File: config.mk
export PLATFORM = sky130hd
export DESIGN_NAME = os_psum_drain
export DESIGN_NICKNAME = d
export VERILOG_FILES = /design/src/rtl/os_drain_pkg.sv /design/src/rtl/psum_capture_reg.sv /design/src/rtl/os_psum_drain.sv
export SDC_FILE = /design/constraint.sdc
export NUM_CORES = 1
export LEC_CHECK = 0
export ABC_CLOCK_PERIOD_IN_PS = 1290
export BUFFER_PORTS_ARGS = -buffer_cell sky130_fd_sc_hd__buf_2
export CORE_ASPECT_RATIO = 0.6
export CORE_UTILIZATION = 40
export CTS_BUF_LIST = sky130_fd_sc_hd__clkbuf_4
export CTS_CLUSTER_SIZE = 25
export DETAILED_ROUTE_END_ITERATION = 6
export PLACE_DENSITY = 0.74
export SLEW_MARGIN = 30
export SYNTH_ARGS = -nofsm -noshare
export SYNTH_HDL_FRONTEND = slang
export SYNTH_SLANG_ARGS = --single-unit
export TNS_END_PERCENT = 10
File: constraint.sdc
create_clock -name clk -period 1.29 [get_ports clk]
set_clock_uncertainty 0.1 [all_clocks]
set_input_delay 0.129 -clock clk [delete_from_list [all_inputs] [get_ports clk]]
set_output_delay 0.129 -clock clk [all_outputs]
set_load 0.005 [all_outputs]
File: src/rtl/os_drain_pkg.sv
// Shared definitions for the output-stationary psum drain: state encoding,
// default array geometry and the index-width helper.
package os_drain_pkg;

    localparam int unsigned DEFAULT_GEOM = 8;

    typedef enum logic [1:0] {
        IDLE   = 2'd0,
        RECALL = 2'd1,
        PASS   = 2'd2,
        FLUSH  = 2'd3
    } drain_state_e;

    // $clog2 that never collapses to a zero-width vector
    function automatic int unsigned idx_width(input int unsigned n);
        return (n > 1) ? $clog2(n) : 1;
    endfunction

endpackage

File: src/rtl/psum_capture_reg.sv
// Single-entry valid/ready output register for one drained row vector.
// Define OS_DRAIN_RELU_EN to clamp negative column values to zero on capture.
module psum_capture_reg #(
    parameter int unsigned col     = 8,
    parameter int unsigned psum_bw = 16,
    parameter int unsigned idx_bw  = 3
) (
    input  logic                     clk,
    input  logic                     reset,
    input  logic                     load,
    input  logic                     ready,
    input  logic [col*psum_bw-1:0]   din,
    input  logic [idx_bw-1:0]        din_idx,
    output logic [col*psum_bw-1:0]   data,
    output logic [idx_bw-1:0]        idx,
    output logic                     valid
);

    localparam int unsigned VEC_W = col * psum_bw;

    logic [VEC_W-1:0] filtered;

    // Per-column filter applied before the data is registered
    always_comb begin
        filtered = din;
`ifdef OS_DRAIN_RELU_EN
        for (int unsigned c = 0; c < col; c++) begin
            if (din[c*psum_bw + psum_bw - 1]) begin
                filtered[c*psum_bw +: psum_bw] = '0;
            end
        end
`endif
    end

    // A load wins over an accept so a same-edge capture keeps valid high
    always_ff @(posedge clk) begin
        if (reset) begin
            data  <= '0;
            idx   <= '0;
            valid <= 1'b0;
        end else if (load) begin
            data  <= filtered;
            idx   <= din_idx;
            valid <= 1'b1;
        end else if (valid && ready) begin
            valid <= 1'b0;
        end
    end

endmodule

File: src/rtl/os_psum_drain.sv
// Drain controller for the MAC array south edge: sequences recall/pass,
// captures one row per pass cycle and hands it downstream. ReLU via OS_DRAIN_RELU_EN.
module os_psum_drain
    import os_drain_pkg::*;
#(
    parameter int unsigned row     = DEFAULT_GEOM,
    parameter int unsigned col     = DEFAULT_GEOM,
    parameter int unsigned psum_bw = 16
) (
    input  logic                          clk,
    input  logic                          reset,
    input  logic                          weight_stationary,
    input  logic                          start,
    output logic                          recall_psum,
    output logic                          pass_psum,
    input  logic [col*psum_bw-1:0]        array_out_s,
    output logic [col*psum_bw-1:0]        out_data,
    output logic [idx_width(row)-1:0]     out_row_idx,
    output logic                          out_valid,
    input  logic                          out_ready,
    output logic                          busy,
    output logic                          done
);

    localparam int unsigned IDX_W = idx_width(row);
    localparam logic [IDX_W-1:0] LAST = IDX_W'(row - 1);

    drain_state_e      state;
    drain_state_e      next_state;
    logic [IDX_W-1:0]  k;
    logic [IDX_W-1:0]  cap_idx;

    // Shift only when the output slot is free or being emptied this edge
    assign pass_psum = (state == PASS) && (!out_valid || out_ready);
    assign cap_idx   = LAST - k;

    always_comb begin
        next_state = state;
        case (state)
            IDLE:    if (start && !weight_stationary) next_state = RECALL;
            RECALL:  next_state = PASS;
            PASS:    if (pass_psum && (k == LAST)) next_state = FLUSH;
            FLUSH:   if (out_valid && out_ready) next_state = IDLE;
            default: next_state = IDLE;
        endcase
    end

    always_ff @(posedge clk) begin
        if (reset) begin
            state       <= IDLE;
            k           <= '0;
            recall_psum <= 1'b0;
            busy        <= 1'b0;
            done        <= 1'b0;
        end else begin
            state       <= next_state;
            recall_psum <= (next_state == RECALL);
            busy        <= (next_state != IDLE);
            done        <= (state == FLUSH) && out_valid && out_ready;
            if (state != PASS) begin
                k <= '0;
            end else if (pass_psum) begin
                k <= k + IDX_W'(1);
            end
        end
    end

    psum_capture_reg #(
        .col     (col),
        .psum_bw (psum_bw),
        .idx_bw  (IDX_W)
    ) u_capture (
        .clk     (clk),
        .reset   (reset),
        .load    (pass_psum),
        .ready   (out_ready),
        .din     (array_out_s),
        .din_idx (cap_idx),
        .data    (out_data),
        .idx     (out_row_idx),
        .valid   (out_valid)
    );

endmodule

# After elaboration in Yosys (flattened, before gate mapping)

Cells that the tools add are included.

Reductions and logical operators: 13
Equal/unequal tests: 6
Add/sub/neg operators: 2
Muxes and demuxes: 6

Operator list:

| kind                | number |
|---|---|
| $pmux 2 s4          | 1 |
| $logic_and 1x1->1   | 6 |
| $mux 2              | 3 |
| $eq 2x1->1 const B  | 2 |
| $eq 2x2->1 const B  | 2 |
| $reduce_bool 2->1   | 2 |
| $add 3x1->3 const B | 1 |
| $eq 3x3->1 const B  | 1 |
| $sub 3x3->3 const A | 1 |
| $logic_not 1->1     | 2 |
| $logic_not 2->1     | 1 |
| $mux 1              | 2 |
| $ne 2x2->1 const B  | 1 |
| $reduce_or 2->1     | 1 |
| $logic_or 1x1->1    | 1 |

Input port bits: 133
Bits in registers: 140

# Logic depth before layout (Yosys ltp)

Gate-level depths: netlist of the first run.

Word-level depth: 7
Depth in mapped cells: 6
Gate-level depth less buffers: 4

# By module

Synthesis of the first run repeated with hierarchy kept, for this count alone.

Cell total of the unflattened synthesis: 463
Area total of the unflattened synthesis: 5,034.8 sq um

Modules (own cells, without submodules):

| module           | instances | area each (sq um) | cells each |
|---|---|---|---|
| psum_capture_reg | 1         | 4,699.5           | 427 |
| os_psum_drain    | 1         | 335.3             | 36 |

# Least setup slack after synthesis of the first run

No wires, ideal clock.

Path type: reg2reg
Start point: register state[0]
End point: register k[0]
Arrival time: 1.183 ns
Cell stages (with the launch flop): 5
Path buffers: 1
Data required time: 1.110 ns
Period minus slack after synthesis: 1.362 ns
Slack: -0.072 ns
Setup time: 0.080 ns
Path through: dfxtp_1 nand2b_1 buf_6 or3_4 a211oi_2

Cells in the longest elaborated chain, start to end: 2
Elaborated cells on any way between the ends: 4
Classes of those cells: eq/ne (2); reduce/logical (2)

Ends and longest elaborated chain:

| item                                                           | RTL line                                 | text |
|---|---|---|
| from (decl)                                                    | os_psum_drain.sv:28                      | `drain_state_e state;` |
| from (signal assigned)                                         | os_psum_drain.sv:56                      | `state <= next_state;` |
| $ne 2x2->1 or $eq 2x2->1 (tied branches)                       | os_psum_drain.sv:60, os_psum_drain.sv:34 |  |
| $reduce_or 2->1 (no line) or $logic_and 1x1->1 (tied branches) | -                                        |  |
| to (signal assigned)                                           | os_psum_drain.sv:63                      | `k <= k + IDX_W'(1);` |
| to (decl)                                                      | os_psum_drain.sv:30                      | `logic [IDX_W-1:0] k;` |

Parallel ways exist; a longest one is shown, timed or not.
A chain may end at the register's enable or synchronous reset.

# Worst setup path in the final report of the first run

Start point: register state[0]
End point: register u_capture.data[63]

Cells in the longest elaborated chain, start to end: 2

Ends and longest elaborated chain:

| item                 | RTL line               | text |
|---|---|---|
| $eq 2x2->1           | os_psum_drain.sv:34    | `assign pass_psum = (state == PASS) && (!out_valid \|\| out_ready);` |
| $logic_and 1x1->1    | os_psum_drain.sv:34    |  |
| to (signal assigned) | psum_capture_reg.sv:42 | `data <= filtered;` |
| to (decl)            | psum_capture_reg.sv:14 | `output logic [col*psum_bw-1:0] data,` |

Every way passes these cells.

==> qor.txt, run 1 <==
status: finished, violations left
failing checks: setup timing
post-route setup slack: -0.286 ns
signal arrival time at the worst endpoint: 1.93 ns
I/O pin count: 269
routed vias/inst: 5.47
total clock buffers created by CTS: 17
top post-synthesis cells by count: dfxtp_1, a21oi_1, nand3_1
syn nets: 766
YS warnings: 0
Worst path slowest cell: dfxtp_2
starting density of the core: 41.1%
Post-synth EDFFs: 0
Worst Max-Slew Pin Slew: 0.331 ns
Core Area: 12900 µm²
Final min period: 1.58 ns
worst path buffer plus inverter count: 4
Peak VDD IR: 699 µV
final hold vios: 0
post-route cell area: 9100 µm²
ys flop type: dfxtp_1
placed cell count: 1019
Pre-Repair DR Iteration Count: 5
flops & latches, synth: 140
detailed placer's ending HPWL: 10100 µm
Startpoint Class: flop
most common cell in the synthesized netlist: dfxtp_1
Max H-tree Level: 4
largest net degree at the start of global routing: 61
initial antenna violation count: 0
GPL Wtd Cong: 0.743
endpoints failing setup: 136
TritonCTS clock tree: done
gr usage total: 28.3%
Avg Inst Size Synth: 8.39 µm²
CP Max Fanout: 7
NumNets Final: 1153
Skew-Pair Late Insertion Delay: 0.51 ns
share of cells above drive strength 1: 41.9%
fin crit share: 122%
Overflow after GRT: 0
Non-Filler Instances: 1199
max-slew violations: 0
DR vias: 6556
cell family with most CP delay: buffers and inverters
Synth area leader: dfxtp_1
DRC Markers: 0
Post-Syn Area: 5300 µm²
dpl cell area: 6850 µm²
ant diodes: 0
Wirelength per Cell: 17.4 µm
Power Density: 1050 nW/µm²
clock transition at the registers of the reported paths: 0.12 ns
die width: 151 µm
cell count after synthesis: 631
final WL: 20900 µm
# rows: 32
Die Span Y: 91.1 µm
DRT antenna net count: 0
starting DRC count in detailed routing: 380
Layout area overhead: 71.9%
area share of the largest cell type after synthesis: 52.9%
RSZ-0062 raised after global routing: yes
DIE AREA: 13700 µm²
global-route wire length before repair: 30800 µm
crit path kind: reg2reg
synth top area cells: dfxtp_1, a21oi_1, nand3_1
CP peak stage delay: 0.34 ns
CTS Buffer Depth: 2
CTS sink count: 140
Synth async-reset ratio: 0%
Port Buffers: 268
root buffer cell: clkbuf_4
Post-Route Utilization: 70.6%
Pleak: 0.00388 µW
critical path cell sequence: buf_4 > and2b_4 > buf_8 > buf_12 > buf_16 > nand3_1 > a21oi_2
post-synth cell types: 28
vias in the first global route: 6289
min-delay worst type: in2reg
relative max-transition margin: 77.7%
# Max-Cap Violations: 0
sequential area share after synthesis: 52.9%
Worst Path Required: 1.64 ns
f_max: 0.634 GHz
Setup crit end kind: flop
[power breakdown]
part	total [µW]	internal [µW]	switching, µW
Clock	2910	1310	1600
Sequential	4670	4560	111
Combinational	2000	1050	949
[sequential cells by signal, summed over array words and instances (netlist names)]
name and count:
u_capture.data 128, k 3, u_capture.idx 3, state 2, busy 1, done 1, recall_psum 1, u_capture.valid 1
[cell families (layout without fill, tap and decap cells)]
kind of cell | after synthesis | after routing | synth area share [%]
multiplexers | 2 | 2 | 0.378
flip-flops | 140 | 140 | 52.9
AO/OA/AOI/OAI | 268 | 268 | 25.7
buffers and inverters | 74 | 472 | 6.43
AND/OR/NAND/NOR | 145 | 145 | 14.1
adder cells (fa/ha/maj) | 2 | 2 | 0.472
[cells in the final DEF (no fill, tap or decap), types with 3 or more instances in the layout]
master	netlist	final
buf_2	41	264
dlygate4sd3_1	0	131
nand3_1	128	118
o21ai_0	118	116
dfxtp_1	140	106
a21oi_1	132	95
a21oi_2	0	37
dfxtp_2	0	33
clkbuf_4	0	17
o21ai_1	12	14
buf_12	0	14
buf_4	1	13
nand3_2	0	10
buf_6	1	7
buf_16	0	5
nor3_1	4	4
clkinv_2	0	4
buf_8	0	4
bufinv_16	0	3
[final cells by class]
type                       count  area, µm²
timing repair buffer         441       3370
fill                         974       3790
tap                          170        213
inverter                       1       3.75
sequential                   140       2850
clock buffer                  17        128
multi-input combinational    417       2390
clock inverter                13        151
[worst paths after layout]
| path | slack (ns) | to | cells past startpoint | from |
|---|---|---|---|---|
| max | -0.29 | u_capture.data[63] | 7 | state[0] |
| min | 0.03 | state[0] | 4 | start |
| max reg2reg | -0.29 | u_capture.data[63] | 7 | state[0] |
| min reg2reg | 0.38 | u_capture.data[117] | 2 | u_capture.data[117] |
[stage by stage]
stage / setup slack [ns] / total power, µW / setup TNS [ns] / hold slack (ns)
final: -0.286 / 9580 / -25.67 / 0.0298
after global routing: -0.359 / 10000 / -34.05 / 0.0267
after CTS: -0.276 / 9430 / -23.48 / 0.0412
after detailed placement: -0.131 / 6020 / -5.36 / 0.287
after global placement: -0.0565 / 6010 / -2.96 / 0.284
after floorplan: -0.0268 / 5390 / -0.293 / 0.177
[repair_timing]
| action | 4_1_cts | 5_1_grt |
|---|---|---|
| gates resized for setup | 28 | 86 |
| buffers inserted | 10 | 2 |
| endpoints found under the hold margin | 140 | 0 |
| hold buffers | 131 | 0 |
| cloned | 7 | 2 |
| pin swaps | 10 | 11 |
| setup endpoints to repair | 134 | 178 |
[metal layers]
metal  global-route usage (%)  up-vias  share of wire [%]
met5                        0        -                  0
met4                     13.0        0                3.4
met3                     8.29       71                9.3
met2                     46.7      371                 47
met1                     33.6     3070                 40
li1                         -     3044                  -
[worst reg2reg max path, stage by stage, from the launching register on]
cell,delay (ns)
dfxtp_2,0.34
buf_4,0.15
and2b_4,0.31
buf_8,0.15
buf_12,0.10
buf_16,0.12
nand3_1,0.11
a21oi_2,0.15
Note: power is estimated with default switching activity, not from simulation.
==> run 2: changes to the inputs <==
--- a/config.mk
+++ b/config.mk
@@ -8,11 +8,12 @@
 export ABC_CLOCK_PERIOD_IN_PS = 1290
 export BUFFER_PORTS_ARGS = -buffer_cell sky130_fd_sc_hd__buf_2
 export CORE_ASPECT_RATIO = 0.6
-export CORE_UTILIZATION = 40
+export CORE_UTILIZATION = 42
 export CTS_BUF_LIST = sky130_fd_sc_hd__clkbuf_4
 export CTS_CLUSTER_SIZE = 25
 export DETAILED_ROUTE_END_ITERATION = 6
-export PLACE_DENSITY = 0.74
+export MAX_ROUTING_LAYER = met4
+export PLACE_DENSITY = 0.77
 export SLEW_MARGIN = 30
 export SYNTH_ARGS = -nofsm -noshare
 export SYNTH_HDL_FRONTEND = slang
==> qor.txt, run 2 (synthesis gave the netlist of run 1 again) <==
dpl cell area: 6950 µm² (+1.4%)
DRC Markers: 0 (unchanged)
most frequent cells in the layout: buf_2, dlygate4sd3_1, nand3_1
root buffer cell: clkbuf_4
Worst R2R Path Depth: 6 (-1)
Pre-Repair DR Iteration Count: 5 (unchanged)
starting DRC count in detailed routing: 539 (+42%)
TritonCTS clock tree: done
final hold vios: 0 (unchanged)
post-route setup slack: -0.280 ns (+0.00649 ns)
Worst path slowest cell: dfxtp_2
max-slew violations: 0 (unchanged)
status: finished, violations left
DRT antenna net count: 0 (unchanged)
fin crit share: 122% (-0.50 points)
post-route cell area: 9030 µm² (-0.80%)
Crit Reg-Reg Endpoint: u_capture.data[112]
min-delay worst type: in2reg
Peak VDD IR: 612 µV (-12%)
Final min period: 1.57 ns (-0.00649 ns)
Power, Total: 9790 µW (+2.2%)
Fin Setup TNS: -22.27 ns (+3.40 ns)
Max H-tree Level: 4 (unchanged)
top flop regs: u_capture.data x128, k x3, u_capture.idx x3
initial antenna violation count: 1 (+1)
Pleak: 0.00390 µW (+0.31%)
Worst Path Required: 1.63 ns (about the same)
max reg flops: 128 (unchanged)
clock transition at the registers of the reported paths: 0.12 ns (about the same)
relative max-transition margin: 77.0% (-0.71 points)
largest net degree at the start of global routing: 55 (-9.8%)
NumNets Final: 1157 (+0.35%)
Overflow after GRT: 0 (unchanged)
Layout area overhead: 70.5%
signal arrival time at the worst endpoint: 1.91 ns (-0.02 ns)
f_max: 0.637 GHz (+0.41%)
Core Area: 12200 µm² (-5.5%)
gr usage total: 29.2% (+0.96 points)
CP dominant cell by count: buf_4
Post-Route Utilization: 74.2% (+3.5 points)
CP Max Fanout: 12 (+5)
vias in the first global route: 6067 (-3.5%)
cell family with most CP delay: buffers and inverters
Startpoint Class: flop
Hold Path End: u_capture.idx[2]
commonest non-fill, non-tap cell in the layout: buf_2
endpoints failing setup: 137 (+0.74%)
starting density of the core: 43.5% (+2.4 points)
Skew-Pair Late Insertion Delay: 0.50 ns (about the same)
die width: 147 µm (-2.4%)
placed cell count: 1023 (+0.39%)
hold path start: out_ready
Power Density: 1080 nW/µm² (+3.0%)
share of cells above drive strength 1: 40.8% (-1.1 points)
total clock buffers created by CTS: 17 (unchanged)
detailed placer's ending HPWL: 10600 µm (+4.2%)
failing checks: setup timing
CP peak stage delay: 0.34 ns (about the same)
RSZ-0062 raised after global routing: yes
worst path buffer plus inverter count: 3 (-1)
CTS Buffer Depth: 2 (unchanged)
Port Buffers: 268 (unchanged)
final WL: 21000 µm (+0.59%)
# Max-Cap Violations: 0 (unchanged)
register bank with the most flops: u_capture.data
Setup crit end kind: flop
crit path kind: reg2reg
Wirelength per Cell: 17.5 µm (+0.51%)
GPL Wtd Cong: 0.787 (+5.8%)
DR vias: 6652 (+1.5%)
global-route wire length before repair: 29500 µm (-4.2%)
DIE AREA: 13100 µm² (-4.7%)
I/O pin count: 269 (unchanged)
Non-Filler Instances: 1200 (+0.083%)
worst hold stages: 4 (unchanged)
reg2reg start: state[0]
Worst Max-Slew Pin Slew: 0.345 ns (+0.0141 ns)
CTS sink count: 140 (unchanged)
# rows: 31 (-3.1%)
R2R setup slack: -0.28 ns (about the same)
routed vias/inst: 5.54 (+1.4%)
Die Span Y: 89.0 µm (-2.4%)
critical path cell sequence: buf_4 > and2b_4 > buf_4 > buf_16 > nand3_1 > a21oi_2
[run 2: what timing repair did]
| action | CTS | global route |
|---|---|---|
| gates cloned | 1 | 6 |
| hold buffers | 131 | 0 |
| hold endpoints to repair | 136 | 0 |
| endpoints found under the setup margin | 115 | 189 |
| buffers inserted | 2 | 5 |
| resized for setup | 6 | 76 |
| pin swaps | 3 | 2 |
[run 2: worst min-delay path, cell delays in order]
cell	delay [ns]
buf_2	0.09
and2b_4	0.20
nor2_4	0.13
a211oi_1	0.08
[run 2: layout make-up]
cell class / count / area [µm²]
Clock inverter: 14 / 194
Fill cell: 881 / 3150
Multi-Input combinational cell: 417 / 2290
Clock buffer: 17 / 128
Antenna cell: 1 / 2.50
Inverter: 1 / 3.75
Timing Repair Buffer: 445 / 3350
Tap cell: 165 / 206
Sequential cell: 140 / 2850
[run 2: through the flow]
step / worst slack (ns) / hold slack [ns]
floorplan: -0.0268 / 0.177
finish: -0.280 / 0.0751
global placement: -0.126 / 0.284
CTS: -0.243 / 0.0287
global route: -0.318 / 0.0494
detailed placement: -0.201 / 0.288
[run 2: metal layers]
layer  track usage (%)  share of wire, %  wire (µm)  vias up
met1              34.6                39       8250     3127
met3              7.09               8.9       1870       79
met2              48.2                49      10200      394
li1                  -                 -          -     3052
met5                 -                 0          0        -
met4              12.5               3.2        682        0
[run 2: how the worst max path moves through the flow]
| stage | start | endpoint | cells past startpoint |
|---|---|---|---|
| final | state[0] | u_capture.data[112] | 6 |
| after CTS | u_capture.valid | pass_psum | 3 |
| after global routing | state[0] | u_capture.data[98] | 6 |
| after floorplan | state[0] | k[0] | 4 |
| after detailed placement | state[0] | u_capture.data[6] | 4 |
| after global placement | state[0] | u_capture.data[12] | 4 |
[run 2: power breakdown]
group	switching (µW)	internal, µW	total, µW
Combinational	915	1010	1920
Clock	1650	1540	3190
Sequential	112	4570	4680
